### config.mk
export PLATFORM = sky130hd
export DESIGN_NAME = axi_llc_data_way_arb
export DESIGN_NICKNAME = d
export VERILOG_FILES = /design/src/rtl/axi_llc_data_way_arb.sv
export SDC_FILE = /design/constraint.sdc
export NUM_CORES = 1
export LEC_CHECK = 0
export ABC_AREA = 1
export BUFFER_PORTS_ARGS = -buffer_cell sky130_fd_sc_hd__buf_2
export CORE_AREA = 3 3 225 227
export CTS_CLUSTER_DIAMETER = 150
export DETAILED_ROUTE_END_ITERATION = 8
export DIE_AREA = 0 0 228 230
export GPL_TIMING_DRIVEN = 0
export PLACE_DENSITY = 0.31
export SLEW_MARGIN = 0
export SYNTH_ARGS = -nofsm -noshare
export SYNTH_HDL_FRONTEND = slang
export SYNTH_SLANG_ARGS = --single-unit
### constraint.sdc
create_clock -name clk_i -period 2.61 [get_ports clk_i]
set_clock_uncertainty 0.05 [all_clocks]
set_input_delay 0.1305 -clock clk_i [delete_from_list [all_inputs] [get_ports clk_i]]
set_output_delay 0.1305 -clock clk_i [all_outputs]
set_load 0.01 [all_outputs]
### src/rtl/axi_llc_data_way_arb.sv
// LLC data way arbiter: shares one data-way SRAM controller between NumReq cache units.
// Beat requests are granted round-robin. The way stays locked to one unit while an offered
// beat waits for acceptance (HOLD) and for the rest of a multi-beat burst (BURST).
// Read responses are routed back to the issuing unit by their id tag.
module axi_llc_data_way_arb #(
  parameter int unsigned NumReq    = 4,
  parameter int unsigned AddrWidth = 10,
  parameter int unsigned DataWidth = 64,
  parameter int unsigned IdWidth   = (NumReq > 1) ? $clog2(NumReq) : 1
) (
  input  logic                            clk_i,
  input  logic                            rst_i,
  // Cache-unit request side
  input  logic [NumReq-1:0]               req_valid_i,
  output logic [NumReq-1:0]               req_ready_o,
  input  logic [NumReq*AddrWidth-1:0]     req_addr_i,
  input  logic [NumReq-1:0]               req_we_i,
  input  logic [NumReq*DataWidth-1:0]     req_data_i,
  input  logic [NumReq*DataWidth/8-1:0]   req_strb_i,
  input  logic [NumReq-1:0]               req_last_i,
  // Data way request side
  output logic                            way_valid_o,
  input  logic                            way_ready_i,
  output logic [IdWidth-1:0]              way_id_o,
  output logic [AddrWidth-1:0]            way_addr_o,
  output logic                            way_we_o,
  output logic [DataWidth-1:0]            way_data_o,
  output logic [DataWidth/8-1:0]          way_strb_o,
  // Data way response side
  input  logic                            way_rsp_valid_i,
  output logic                            way_rsp_ready_o,
  input  logic [IdWidth-1:0]              way_rsp_id_i,
  input  logic [DataWidth-1:0]            way_rsp_data_i,
  // Cache-unit response side
  output logic [NumReq-1:0]               rsp_valid_o,
  input  logic [NumReq-1:0]               rsp_ready_i,
  output logic [DataWidth-1:0]            rsp_data_o,
  // Status
  output logic                            lock_o,
  output logic [IdWidth-1:0]              grant_id_o,
  output logic                            err_o
);

  localparam int unsigned StrbWidth = DataWidth / 8;

  typedef logic [IdWidth-1:0] id_t;

  typedef enum logic [1:0] {
    StIdle,
    StHold,
    StBurst
  } state_e;

  // Successor of a unit id, wrapping NumReq-1 back to 0 (NumReq need not be a power of two).
  function automatic id_t inc_id(input id_t id);
    if (32'(id) == NumReq - 1) begin
      return '0;
    end
    return id + id_t'(1);
  endfunction

  state_e state_q, state_d;
  id_t    gnt_q, gnt_d;
  id_t    rr_ptr_q, rr_ptr_d;
  logic   err_q, err_d;

  logic   arb_found;
  id_t    arb_id;
  id_t    sel_id;
  logic   sel_valid;
  logic   sel_last;
  logic   handshake;
  logic   rsp_in_range;

  // Round-robin pick: first valid unit at or above rr_ptr_q, else the lowest valid unit.
  always_comb begin
    arb_found = 1'b0;
    arb_id    = rr_ptr_q;
    for (int unsigned k = 0; k < NumReq; k++) begin
      if (!arb_found && req_valid_i[k] && (32'(k) >= 32'(rr_ptr_q))) begin
        arb_found = 1'b1;
        arb_id    = id_t'(k);
      end
    end
    for (int unsigned k = 0; k < NumReq; k++) begin
      if (!arb_found && req_valid_i[k]) begin
        arb_found = 1'b1;
        arb_id    = id_t'(k);
      end
    end
  end

  // Request field mux: fresh arbitration in IDLE, the locked unit in HOLD/BURST.
  always_comb begin
    sel_id     = (state_q == StIdle) ? arb_id : gnt_q;
    sel_valid  = 1'b0;
    sel_last   = 1'b0;
    way_addr_o = '0;
    way_we_o   = 1'b0;
    way_data_o = '0;
    way_strb_o = '0;
    for (int unsigned k = 0; k < NumReq; k++) begin
      if (id_t'(k) == sel_id) begin
        sel_valid  = req_valid_i[k];
        sel_last   = req_last_i[k];
        way_addr_o = req_addr_i[k*AddrWidth +: AddrWidth];
        way_we_o   = req_we_i[k];
        way_data_o = req_data_i[k*DataWidth +: DataWidth];
        way_strb_o = req_strb_i[k*StrbWidth +: StrbWidth];
      end
    end
  end

  // Handshake outputs; way_valid_o never depends on way_ready_i.
  always_comb begin
    way_valid_o = (state_q == StIdle) ? arb_found : sel_valid;
    way_id_o    = sel_id;
    grant_id_o  = sel_id;
    handshake   = way_valid_o && way_ready_i;
    req_ready_o = '0;
    for (int unsigned k = 0; k < NumReq; k++) begin
      req_ready_o[k] = handshake && (id_t'(k) == sel_id);
    end
  end

  assign lock_o = (state_q != StIdle);
  assign err_o  = err_q;

  // Next-state logic: lock on stalled offers and open bursts, advance pointer on last beat.
  always_comb begin
    state_d  = state_q;
    gnt_d    = gnt_q;
    rr_ptr_d = rr_ptr_q;
    case (state_q)
      StIdle: begin
        if (arb_found) begin
          if (handshake) begin
            if (sel_last) begin
              rr_ptr_d = inc_id(arb_id);
            end else begin
              gnt_d   = arb_id;
              state_d = StBurst;
            end
          end else begin
            gnt_d   = arb_id;
            state_d = StHold;
          end
        end
      end
      StHold, StBurst: begin
        if (handshake) begin
          if (sel_last) begin
            rr_ptr_d = inc_id(gnt_q);
            state_d  = StIdle;
          end else begin
            state_d  = StBurst;
          end
        end
      end
      default: begin
        state_d = StIdle;
      end
    endcase
  end

  // Response demux: tags outside the unit range are sunk and flagged.
  always_comb begin
    rsp_valid_o     = '0;
    way_rsp_ready_o = 1'b1;
    rsp_in_range    = 1'b0;
    for (int unsigned k = 0; k < NumReq; k++) begin
      if (id_t'(k) == way_rsp_id_i) begin
        rsp_in_range    = 1'b1;
        rsp_valid_o[k]  = way_rsp_valid_i;
        way_rsp_ready_o = rsp_ready_i[k];
      end
    end
    rsp_data_o = way_rsp_data_i;
    err_d      = err_q | (way_rsp_valid_i & ~rsp_in_range);
  end

  // State registers with synchronous reset.
  always_ff @(posedge clk_i) begin
    if (rst_i) begin
      state_q  <= StIdle;
      gnt_q    <= '0;
      rr_ptr_q <= '0;
      err_q    <= 1'b0;
    end else begin
      state_q  <= state_d;
      gnt_q    <= gnt_d;
      rr_ptr_q <= rr_ptr_d;
      err_q    <= err_d;
    end
  end

`ifndef SYNTHESIS
  // A unit holding an offer must keep it up until accepted.
  hold_valid_kept: assert property (@(posedge clk_i) disable iff (rst_i)
    (state_q == StHold) |-> way_valid_o);

  // An offered, unaccepted beat keeps its fields until accepted.
  offer_stable: assert property (@(posedge clk_i) disable iff (rst_i)
    (way_valid_o && !way_ready_i) |=> ($stable(way_id_o) && $stable(way_addr_o)
                                       && $stable(way_data_o) && $stable(way_we_o)));
`endif

endmodule

# Yosys cells after proc, flatten, opt, wreduce, memory -nomap -nowiden
# Index checks and enable logic that the tools add are counted.
# totals
regBits	7
inputBits	414
elab_cells	141
output_inout_bits	163
# classes
eq_ne	17
reduce_logical	31
order_cmp	3
addsub	2
bitwise_logic	3
mux	81
# ops
op	count
$mux 64	4
$mux 2	25
$mux 1	42
$mux 10	4
$mux 8	4
$logic_and 1x1->1	15
$ne 2x2->1 const B	6
$eq 2x2->1 const A	4
$pmux 2 s2	2
$logic_not 1->1	7
$eq 2x2->1 const B	3
$logic_not 2->1	3
$reduce_and 3->1	2
$reduce_and 6->1	1
$add 2x1->2 const B	2
$eq 1x2->1 const A	2
$ge 1x2->1 const A	2
$reduce_bool 2->1	2
$ne 3x3->1 const B	1
$eq 2x1->1 const B	1
$ge 2x2->1 const A	1
$reduce_or 2->1	1
$and 1x1->1	1
$not 1->1	1
$or 1x1->1	1

# Depth between registers and ports, before layout
# logic_depth
ltp_word	42
depth_mapped	19
ltp_nobuf	19

# Least setup slack after synthesis
# OpenSTA, ideal clock, no wires.
# synth_path
path_type	flip-flop to output port
start	reg rr_ptr_q[1]
end	out way_addr_o[0]
stages_incl_launch_ff	15
path_buffers	2
path_slack_ps	638
t_required_ps	2430
t_arrival_ps	1792
cell_sequence	dfxtp_1 -> inv_1 -> nand2_2 -> nand2_1 -> a21oi_2 -> nand3_1 -> nand2_1 -> nand2_2 -> nand3_2 -> nand2_4 -> nor2_2 -> buf_2 -> buf_2 -> nand2_1 -> nand4_1
# synth_between
elab_chain_cells	32
elab_cells_between_ends	44
classes_between	order compare: 3; eq/ne: 3; mux: 20; reduce/logical: 18
# synth_lines
element	line	source
start, declared	64	id_t rr_ptr_q, rr_ptr_d;
start signal, assigned	192	rr_ptr_q <= rr_ptr_d;
$ge 1x2->1	80	if (!arb_found && req_valid_i[k] && (32'(k) >= 32'(rr_ptr_q))) begin
$logic_and 1x1->1	80	
$mux 1	80	
$logic_not 1->1	80	
$logic_and 1x1->1 (2 in series)	80	
$mux 1	80	
$logic_not 1->1	80	
$logic_and 1x1->1 (2 in series)	80	
[... 13 more ...]	n/a	
$logic_not 1->1	86	if (!arb_found && req_valid_i[k]) begin
$logic_and 1x1->1	86	
$mux 2 *	86	
$mux 2 *	95	sel_id = (state_q == StIdle) ? arb_id : gnt_q;
net grant_id_o[0]	40	output logic [IdWidth-1:0] grant_id_o,
$logic_not 2->1	103	if (id_t'(k) == sel_id) begin
$mux 10 (3 in series)	103	
$mux 10 *	103	
end, declared	25	output logic [AddrWidth-1:0] way_addr_o,
# Mark *: on every way through the listed nets, which the timed path passes. The rest lies on a longest branch.

# Final worst setup path
# layout_path
start	reg rr_ptr_q[1]
end	out way_data_o[46]
# layout_between
elab_chain_cells	32
elab_cells_between_ends	44
classes_between	order compare: 3; eq/ne: 3; mux: 20; reduce/logical: 18
# layout_lines
element	line	source
$ge 1x2->1	80	
$logic_and 1x1->1	80	
$mux 1	80	
$logic_not 1->1	80	
$logic_and 1x1->1 (2 in series)	80	
$mux 1	80	
$logic_not 1->1	80	
$logic_and 1x1->1 (2 in series)	80	
[... 12 more ...]	n/a	
$mux 1	86	
$logic_not 1->1	86	
$logic_and 1x1->1	86	
$mux 2 *	86	
$mux 2 *	95	
$logic_not 2->1	103	
$mux 64 (3 in series)	103	
$mux 64 *	103	
end, declared	27	output logic [DataWidth-1:0] way_data_o,
# Mark *: on every way between the ends. The rest lies on a longest branch, timed or not.

==> out/qor.yml <==
worst_setup_path:
  worstPathArrival_ns: 2.39
  ff2ff_path_depth: 16
  worst-path-stages: 14
  crit_type: "reg -> out"
  critPathSlowestCell: "dfxtp_4"
  startpoint_type: "flip-flop"
  cp-endpoint: "way_data_o[46]"
  worstReg2RegEnd: "rr_ptr_q[1]"
  crit_family: "simple AND/OR/NAND/NOR gates"
  r2r_slack_ns: 0.16
  cpPeakStageDelay_ns: 0.38
  required_ns: 2.43
  critPathCaptureType: "output port"
  r2r_start: "rr_ptr_q[1]"
  crit_fanout: 10
  critical_path.cell_chain: "nor2_4 -> nand2_1 -> nand2_2 -> a21oi_4 -> nand3_2 -> nand2_2 -> nand2_4 -> nand3_2 -> nand2_4 -> nor2_4 -> clkbuf_4 -> nand2_1 -> nand4_1 -> buf_2"
  cp-startpoint: "rr_ptr_q[1]"
  crit_buf_inv: 2
sta:
  hold_violations: 0
  fin_crit_sh_pct: 98.6
  fin_setup_tns_ns: 0
  tightest_slew_ns: 0.303
  rsz0062_at_grt: "yes"
  report.final.slew_viol_count: 0
  finalSetupViolations: 0
  min_period_ns: 2.57
  relSlewSlack_pct: 79.8
  clock.fmax_mhz: 389
  holdWs_ns: 0.0264
floorplan:
  io_pins: 577
  core_um2: 48800
  die_x_um: 228
  die_y_um: 230
  die_area_um2: 52400
  initial_utilization_pct: 6.72
  core.rowCount: 81
global_route:
  grt_pass1_vias: 6521
  grt_start_max_net_pins: 11
  grt_usage_pct: 11.2
  grt_pass1_wl_um: 44100
  grt_antenna_before_repair: 5
  grt-ovfl-total: 0
logic_synthesis:
  synth_edf_count: 0
  synth-seq-cells: 7
  synth_top_family_by_area: "simple AND/OR/NAND/NOR gates"
  syn_area_um2: 3280
  synth-adder-area-share_pct: 1.14
  synth.top_cells.by_count: "362 x nand2_1, 90 x nand4_1, 66 x buf_4"
  synth_top_area_cell: "nand2_1"
  netlist-cell-type-count: 24
  synth_warnings: 0
  synthSimpleGateAreaFrac_pct: 69.4
  syn_nets: 1076
  synth_compound_area_share_pct: 2.29
  yosysMostFrequentCell: "nand2_1"
  synthMuxAreaShare_pct: 0
  synth_ff_type: "dfxtp_1"
  postSynthAreaPerCell_um2: 4.98
  async_flop_share_pct: 0
  netlist_instances: 659
  yosysSeqAreaShare_pct: 4.27
  synth_xor_area_share_pct: 0
  yosys.area.top_type_share_pct: 41.4
  synth.area.top_cells: "nand2_1 41%, nand4_1 17%, buf_4 15%, buf_2 5.0%, dfxtp_1 4.3%"
final_layout:
  finalNonFillerCells: 1867
  nFillCells: 5829
  post-route-util_pct: 15.7
  area_delta_synth_final_pct: 133
  nets: 1617
  multi_input_area_um2: 2620
  drive_above_1_share_pct: 59.4
  seqCellArea_um2: 148
power:
  power_density_nw_per_um2: 1460
  p_total_mw: 11.2
  irDropWorstVdd_mv: 0.618
  static-leakage-power_nw: 4.09
clock_network:
  tritoncts: "done"
  h-tree-depth: 1
  clk_pin_slew_ns: 0.04
  cts_made_buffers: 3
  clockRootBuffer: "clkbuf_16"
  clock_latency_ns: 0.23
  holdBufCountCts: 0
  clockBufferDepth: 2
  cts_sinks: 7
detailed_routing:
  vias: 6332
  wire_per_inst_um: 17.6
  ant_nets: 0
  finalWirelength_um: 32900
  viasPerCell: 3.39
  drtPass1Iterations: 6
  remaining_drc_errors: 0
  first_iter_violations: 215
place:
  dp.cells: 1835
  port_buffers: 512
  gp_congestion: 0.920
  dp_hpwl_um: 27500
min_path:
  min_path_type: "in -> reg"
outcome:
  status: "complete, no violations"
flow_run:
  max-cap-violations: 0
[metrics by stage]
stage | cell area [um2] | setup WS [ns]
final | 7650 | 0.0377
after global routing | 7650 | -0.150
after CTS | 7120 | -0.0371
after detailed placement | 6670 | -0.775
after global placement | 6670 | -0.739
after floorplan | 3280 | 0.638
[layout by cell type (no fill, tap or decap), types with 8 or more instances in the layout]
cell / synthesis / routed
buf_12: 0 / 12
buf_2: 33 / 499
buf_4: 66 / 98
buf_6: 0 / 14
clkbuf_16: 0 / 8
inv_1: 18 / 17
nand2_1: 362 / 330
nand2_2: 8 / 27
nand2_4: 4 / 17
nand3_1: 11 / 10
nand4_1: 90 / 90
nor2_1: 19 / 16
[state kept, by name, indices dropped and copies added, names as in the netlist]
signal	count
state_q	2
rr_ptr_q	2
err_o	1
gnt_q	2
[layout make-up]
| type | instances | area share [%] |
|---|---|---|
| Buffer | 103 | 12.8 |
| Tap cell | 664 | 10.9 |
| Inverter | 20 | 0.981 |
| Timing Repair Buffer | 536 | 38.1 |
| Antenna cell | 4 | 0.131 |
| Clock buffer | 4 | 1.03 |
| Sequential cell | 7 | 1.93 |
| Multi-Input combinational cell | 529 | 34.2 |
[where the power goes]
| group | internal, mW | switching [mW] |
|---|---|---|
| sequential | 0.153 | 0.0452 |
| clock | 0.203 | 0.0541 |
| combinational | 4.31 | 6.40 |
[routing by layer]
metal,wire (um),GRT usage (%),vias up
met3,2360,2.79,18
met1,13700,13.8,2830
met4,580,1.95,2
met5,13,0,-
met2,16300,19.9,309
li1,-,-,3173
[how the worst min path moves through the flow]
stage,depth (start not counted),startpoint,end,slack (ns)
2_1_floorplan,1,rst_i,err_o,0.15
3_3_place_gp,2,rst_i,err_o,0.26
3_5_place_dp,2,rst_i,err_o,0.27
4_1_cts,2,rst_i,err_o,0.03
5_1_grt,2,rst_i,err_o,0.04
6_report,2,rst_i,err_o,0.03
[worst reg2reg max path, delay by kind of cell (launching register included)]
kind	cells	cell delay (ns)
AOI/OAI and AO/OA	1	0.27
buffers and inverters	3	0.45
DFF	1	0.38
and+or+nand+nor	12	1.21
[logic make-up (layout without fill, tap and decap cells)]
| family | after synthesis | count (layout) |
|---|---|---|
| compound gates | 12 | 12 |
| buf+inv | 123 | 663 |
| fa+ha+maj | 3 | 3 |
| other cells | 0 | 4 |
| simple gates | 514 | 514 |
| flops | 7 | 7 |
[what timing repair did]
| item | CTS | global route |
|---|---|---|
| hold endpoints to repair | 0 | 0 |
| gates resized for setup | 86 | 97 |
| setup buffers | 12 | 8 |
| gates cloned | 0 | 5 |
| pin swaps | 8 | 35 |
| endpoints found under the setup margin | 83 | 89 |
No activity file was read; power rests on OpenSTA's default activity.
